==> src/rtl/stab_inject_arbiter.sv <==
// Packet-level round-robin arbiter sharing the single stab injection port among N sources.
// A head flit locks the grant until its tail is accepted; the output flit is registered.
module stab_inject_arbiter #(
  parameter int N           = 4,
  parameter int DW          = 32,
  parameter int MAX_PKT_LEN = 64
) (
  input  logic            clk,
  input  logic            rstn,
  input  logic [N*DW-1:0] data_i,
  input  logic [N-1:0]    valid_i,
  output logic [N-1:0]    ready_o,
  output logic [DW-1:0]   data_o,
  output logic            valid_o,
  input  logic            ready_i,
  output logic [N-1:0]    grant_o,
  output logic            busy_o,
  output logic            err_o
);
  localparam int IW = $clog2(N);
  localparam int CW = $clog2(MAX_PKT_LEN + 1);

  // Handshake: a flit moves on any edge where valid and ready are both high;
  // valid_o/data_o never change while valid_o & ~ready_i.
  typedef enum logic {IDLE = 1'b0, LOCK = 1'b1} state_t;

  state_t          state_q, state_d;
  logic [IW-1:0]   ptr_q, ptr_d, owner_q, owner_d, win, sel;
  logic [CW-1:0]   cnt_q, cnt_d;
  logic [N-1:0]    grant_d, cand, stray;
  logic            err_d, gap_q, gap_d, found, slot_free, acc;
  logic [DW-1:0]   sel_data;
  logic [1:0]      sel_type;

  function automatic logic [IW-1:0] next_idx(input logic [IW-1:0] i);
    return (i == IW'(N - 1)) ? '0 : i + 1'b1;
  endfunction

  // Type bit DW-2 is set for head (01) and single (11), clear for body/tail.
  always_comb begin
    for (int k = 0; k < N; k++) begin
      cand[k]  = valid_i[k] & data_i[k*DW + DW - 2];
      stray[k] = valid_i[k] & ~data_i[k*DW + DW - 2];
    end
  end

  always_comb begin
    found = 1'b0;
    win   = ptr_q;
    for (int i = 0; i < N; i++) begin
      if (!found && cand[(int'(ptr_q) + i) % N]) begin
        found = 1'b1;
        win   = IW'((int'(ptr_q) + i) % N);
      end
    end
  end

  assign sel       = (state_q == LOCK) ? owner_q : win;
  assign sel_data  = data_i[int'(sel)*DW +: DW];
  assign sel_type  = sel_data[DW-1:DW-2];
  assign slot_free = ~valid_o | ready_i;
  assign acc       = |(valid_i & ready_o);
  assign busy_o    = (state_q == LOCK);

  // gap_q blocks arbitration for one cycle after a locked packet ends.
  always_comb begin
    ready_o = '0;
    if (rstn && slot_free && (state_q == LOCK || (found && !gap_q)))
      ready_o[sel] = 1'b1;
  end

  always_comb begin
    state_d = state_q;
    ptr_d   = ptr_q;
    owner_d = owner_q;
    cnt_d   = cnt_q;
    grant_d = grant_o;
    err_d   = err_o;
    gap_d   = 1'b0;
    case (state_q)
      IDLE: begin
        if (|stray) err_d = 1'b1;
        if (acc) begin
          if (sel_type == 2'b01) begin
            state_d      = LOCK;
            owner_d      = win;
            cnt_d        = CW'(1);
            grant_d      = '0;
            grant_d[win] = 1'b1;
          end else begin
            ptr_d = next_idx(win);
          end
        end
      end
      LOCK: begin
        if (acc) begin
          if (sel_type == 2'b10 || cnt_q == CW'(MAX_PKT_LEN - 1)) begin
            state_d = IDLE;
            ptr_d   = next_idx(owner_q);
            cnt_d   = '0;
            grant_d = '0;
            gap_d   = 1'b1;
            if (sel_type != 2'b10) err_d = 1'b1;
          end else begin
            cnt_d = cnt_q + 1'b1;
            if (sel_type[0]) err_d = 1'b1;
          end
        end
      end
      default: ;
    endcase
  end

  always_ff @(posedge clk or negedge rstn) begin
    if (!rstn) begin
      state_q <= IDLE;
      ptr_q   <= '0;
      owner_q <= '0;
      cnt_q   <= '0;
      grant_o <= '0;
      err_o   <= 1'b0;
      gap_q   <= 1'b0;
      data_o  <= '0;
      valid_o <= 1'b0;
    end else begin
      state_q <= state_d;
      ptr_q   <= ptr_d;
      owner_q <= owner_d;
      cnt_q   <= cnt_d;
      grant_o <= grant_d;
      err_o   <= err_d;
      gap_q   <= gap_d;
      if (acc) begin
        data_o  <= sel_data;
        valid_o <= 1'b1;
      end else if (ready_i) begin
        valid_o <= 1'b0;
      end
    end
  end

endmodule

==> config.mk <==
export PLATFORM = sky130hd
export DESIGN_NAME = stab_inject_arbiter
export DESIGN_NICKNAME = d
export VERILOG_FILES = /design/src/rtl/stab_inject_arbiter.sv
export SDC_FILE = /design/constraint.sdc
export NUM_CORES = 1
export LEC_CHECK = 0
export ABC_AREA = 1
export BUFFER_PORTS_ARGS = -buffer_cell sky130_fd_sc_hd__buf_2
export CAP_MARGIN = 5
export CORE_ASPECT_RATIO = 1.5
export CORE_MARGIN = 2
export CORE_UTILIZATION = 45
export CTS_CLUSTER_SIZE = 25
export DETAILED_ROUTE_END_ITERATION = 8
export PLACE_DENSITY = 0.9
export SYNTH_ARGS = -nofsm -noshare
export SYNTH_HDL_FRONTEND = slang
export SYNTH_SLANG_ARGS = --single-unit
==> constraint.sdc <==
create_clock -name clk -period 3.2 [get_ports clk]
set_input_delay 0.32 -clock clk [delete_from_list [all_inputs] [get_ports clk]]
set_output_delay 0.32 -clock clk [all_outputs]
set_load 0.005 [all_outputs]
==> impl_results.md <==
- Run status: finished clean
- Crit path from: ptr_q[0]$_DFFE_PN0P_
- CP startpoint kind: flip-flop
- TritonCTS Buffers: 5
- DR iter-0 viols: 230
- Part of the Yosys area used for sequential elements: about 36%
- Fraction of final layout cells with drive strength greater than 1: around a third
- Clock tree buffer depth: 2
- Number of antenna violations at the first check in global routing: 0
- Vias after detailed routing: about 4200
- Mean number of vias per cell: about 5.3
- Critical path's slowest cell: dfrtp_1
- IO Pins: between 150 and 200
- Die boundary width: about 77 um
- Endpoint type of the worst setup path: flip-flop
- Critical Path, Cell by Cell: inv_2 -> nand2_1 -> nand2_2 -> nand3_2 -> nand2_4 -> nand3_1 -> nand3_1 -> nand3_1 -> nand3_1 -> nand2_2 -> nand2_1 -> nand2_2 -> inv_2 -> nand2_2 -> a21oi_4 -> inv_1 -> nand2_1 -> nand2_1
- Critical path start-end classification: flip-flop to flip-flop
- Buffers on Ports: approximately 180
- Average wire length per cell after detail routing: 13.9 um
- Total GRT Usage: 25.8%
- Core Footprint: around 7700 um^2
- Arrival @ worst endpoint: between 2000 and 3000 ps
- CP Max Fanout: 12
- Count of TritonRoute iterations in the first routing pass: 5
- Starting density of the core: between 40% and 50%
- Clock-pin slew reported for the worst setup and hold paths after clock tree synthesis: 60 ps
- Total number of nets in the final design: between 800 and 900
- Area grow syn2layout: 31.3%
- Final critical-path share of the clock period: about 90%
- Most common cell after layout, fill and taps aside: nand2_1
- Die span in y: approximately 110 um
- Max Slew Vio Count: 0
- FP Rows: 39
- Number of levels in the clock H-tree: 2
- Yosys cell types: 33
- Biggest cell delay along the critical path: 470 ps
- Data required time at the worst endpoint: 3380 ps
- Synthesis-stage register bit count: just over 50
- Final Hold Vio Count: 0
- Count of inserted antenna diode cells: 0
- Post-CTS setup buffers: 0
- Number of nets produced by synthesis: about 670
- YS warnings: 0
- Maximum operating frequency: between 0.3 and 0.4 GHz
- DRC violations left: 0
- Synth Cell Area: 3590 um^2
- CTS Root Buffer Type: clkbuf_16
- Cell leakage power: 2.70 nW
- Min Clock Period, post-route: 2820 ps
- Remaining antenna violation count: 0
- R2R cell count: 18
- Routability cong.: ~0.95
- Insertion delay to the later sink of the worst-skew pair: roughly 290 ps
- Critical R2R Capture: cnt_q[0]$_DFFE_PN0P_
- Final setup viols: 0
- Total congestion overflow after global routing: 0
- Slew Limit Headroom: between 50% and 60%
- Worst Setup Slack, final: about 380 ps
- First-pass GRT wire length: 18400 um
- Largest net degree at the start of global routing: 52
- Setup slack on the worst flop-to-flop path: about 380 ps
- TritonCTS clock tree: done
- Via count of the first global-routing pass: between 4000 and 5000
- Clk_skew: about 5.7 ps
- Number of violations of the max-capacitance limit: 0
- Total Neg Setup Slack: 0 ps
- Full die area: 8730 um^2
- Cts repair resizes: 0
- Slew at the pin closest to its max-slew limit: about 640 ps
- Min-Delay Path Class: primary input to async pin
- Pwr dens: ~950 nW/um^2
- Commonest non-fill, non-tap cells in the layout: nand2_1, buf_2, nand3_1, dfrtp_1, a22oi_1
- Hold Buf Count CTS: 0
- Worst slack at placement: between 100 and 150 ps
- Cell count after synthesis: about 530
- Worst VDD drop: about 0.47 mV
- Number of sinks handled by clock tree synthesis: 51
- Synthesized area per cell: ~6.8 um^2
- Critical path capture point: cnt_q[0]$_DFFE_PN0P_
- Post-detailed-placement half-perimeter wirelength: 8540 um
- Total Routed Length: roughly 11000 um
- Setup repair after global routing missed its margin: no
- Worst R2R Start: ptr_q[0]$_DFFE_PN0P_
[flip-flops by register name, indices dropped and copies added, names as in the netlist]
register and cells:
err_o 1, data_o 32, grant_o 4, valid_o 1, ptr_q 2, cnt_q 7, gap_q 1, owner_q 2
busy_o 1
[cell usage after synthesis (all sizes together)]
| library cell | n | area [um^2] |
|---|---|---|
| buf | 15 | 116 |
| o22ai | 2 | 12.5 |
| a22oi | 30 | 225 |
| o21ai | 7 | 38.8 |
| a21oi | 2 | 13.8 |
| nor2 | 16 | 86.3 |
| a21boi | 1 | 7.51 |
| inv | 26 | 100 |
| dfrtp | 51 | 1280 |
| o21bai | 1 | 7.51 |
| nand3b | 2 | 15.0 |
| xnor2 | 1 | 8.76 |
| xor2 | 3 | 26.3 |
| nor3 | 5 | 25.0 |
| or2 | 2 | 12.5 |
| clkbuf | 11 | 41.3 |
| nand3 | 72 | 398 |
| ha | 6 | 75.1 |
| nand2 | 261 | 1030 |
| nand4 | 11 | 68.8 |
| a221oi | 1 | 8.76 |
[layer usage]
layer	global-route usage (%)	wire length, um
met3	4.43	772
met2	47.7	5810
met1	28.8	4160
met4	11.6	316
met5	0	0
[power breakdown]
group,switching [mW],total [mW],internal [mW]
sequential,0.183,1.10,0.913
combinational,1.81,2.81,1.00
clock,0.224,0.589,0.364
[how the worst min path moves through the flow]
stage                                  from                endpoint
after floorplan                        rstn        busy_o$_DFF_PN0_
after global placement    err_o$_DFFE_PN0P_       err_o$_DFFE_PN0P_
after detailed placement  err_o$_DFFE_PN0P_       err_o$_DFFE_PN0P_
after CTS                              rstn  data_o[30]$_DFFE_PN0P_
after global routing                   rstn  grant_o[1]$_DFFE_PN0P_
final                                  rstn  grant_o[1]$_DFFE_PN0P_
[layout make-up]
cell class | instances | area, um^2
Clock inverter | 2 | 37.5
Multi-Input combinational cell | 423 | 2080
Timing Repair Buffer | 187 | 968
Inverter | 26 | 100
Fill cell | 696 | 2940
Sequential cell | 51 | 1280
Tap cell | 102 | 128
Clock buffer | 5 | 125
[logic make-up (layout without fill, tap and decap cells)]
kind of cell             count (synthesis)  count (layout)  share of synthesized area, %
AO/OA/AOI/OAI                           44              44                          8.74
XOR/XNOR                                 4               4                         0.975
adder cells (fa/ha/maj)                  6               6                          2.09
buffers and inverters                   52             220                          7.17
flip-flops                              51              51                          35.5
AND/OR/NAND/NOR                        369             369                          45.5
[critical path: cells and delay by family, from the launching register on]
kind	cells	cell delay, ps
buffers and inverters	3	460
and+or+nand+nor	14	1430
DFF	1	470
AOI/OAI and AO/OA	1	330
[metrics by stage]
step	utilization (%)	instances	cell area [um^2]	hold WS [ps]	total power [mW]
floorplan	-	526	3590	24.4	3.09
global placement	59.2	788	4530	448	3.77
detailed placement	59.2	788	4530	453	3.87
CTS	61.3	795	4690	222	4.47
global route	61.6	796	4720	252	4.92
finish	61.6	796	4720	180	4.50
Note: power is estimated with default switching activity, not from simulation.
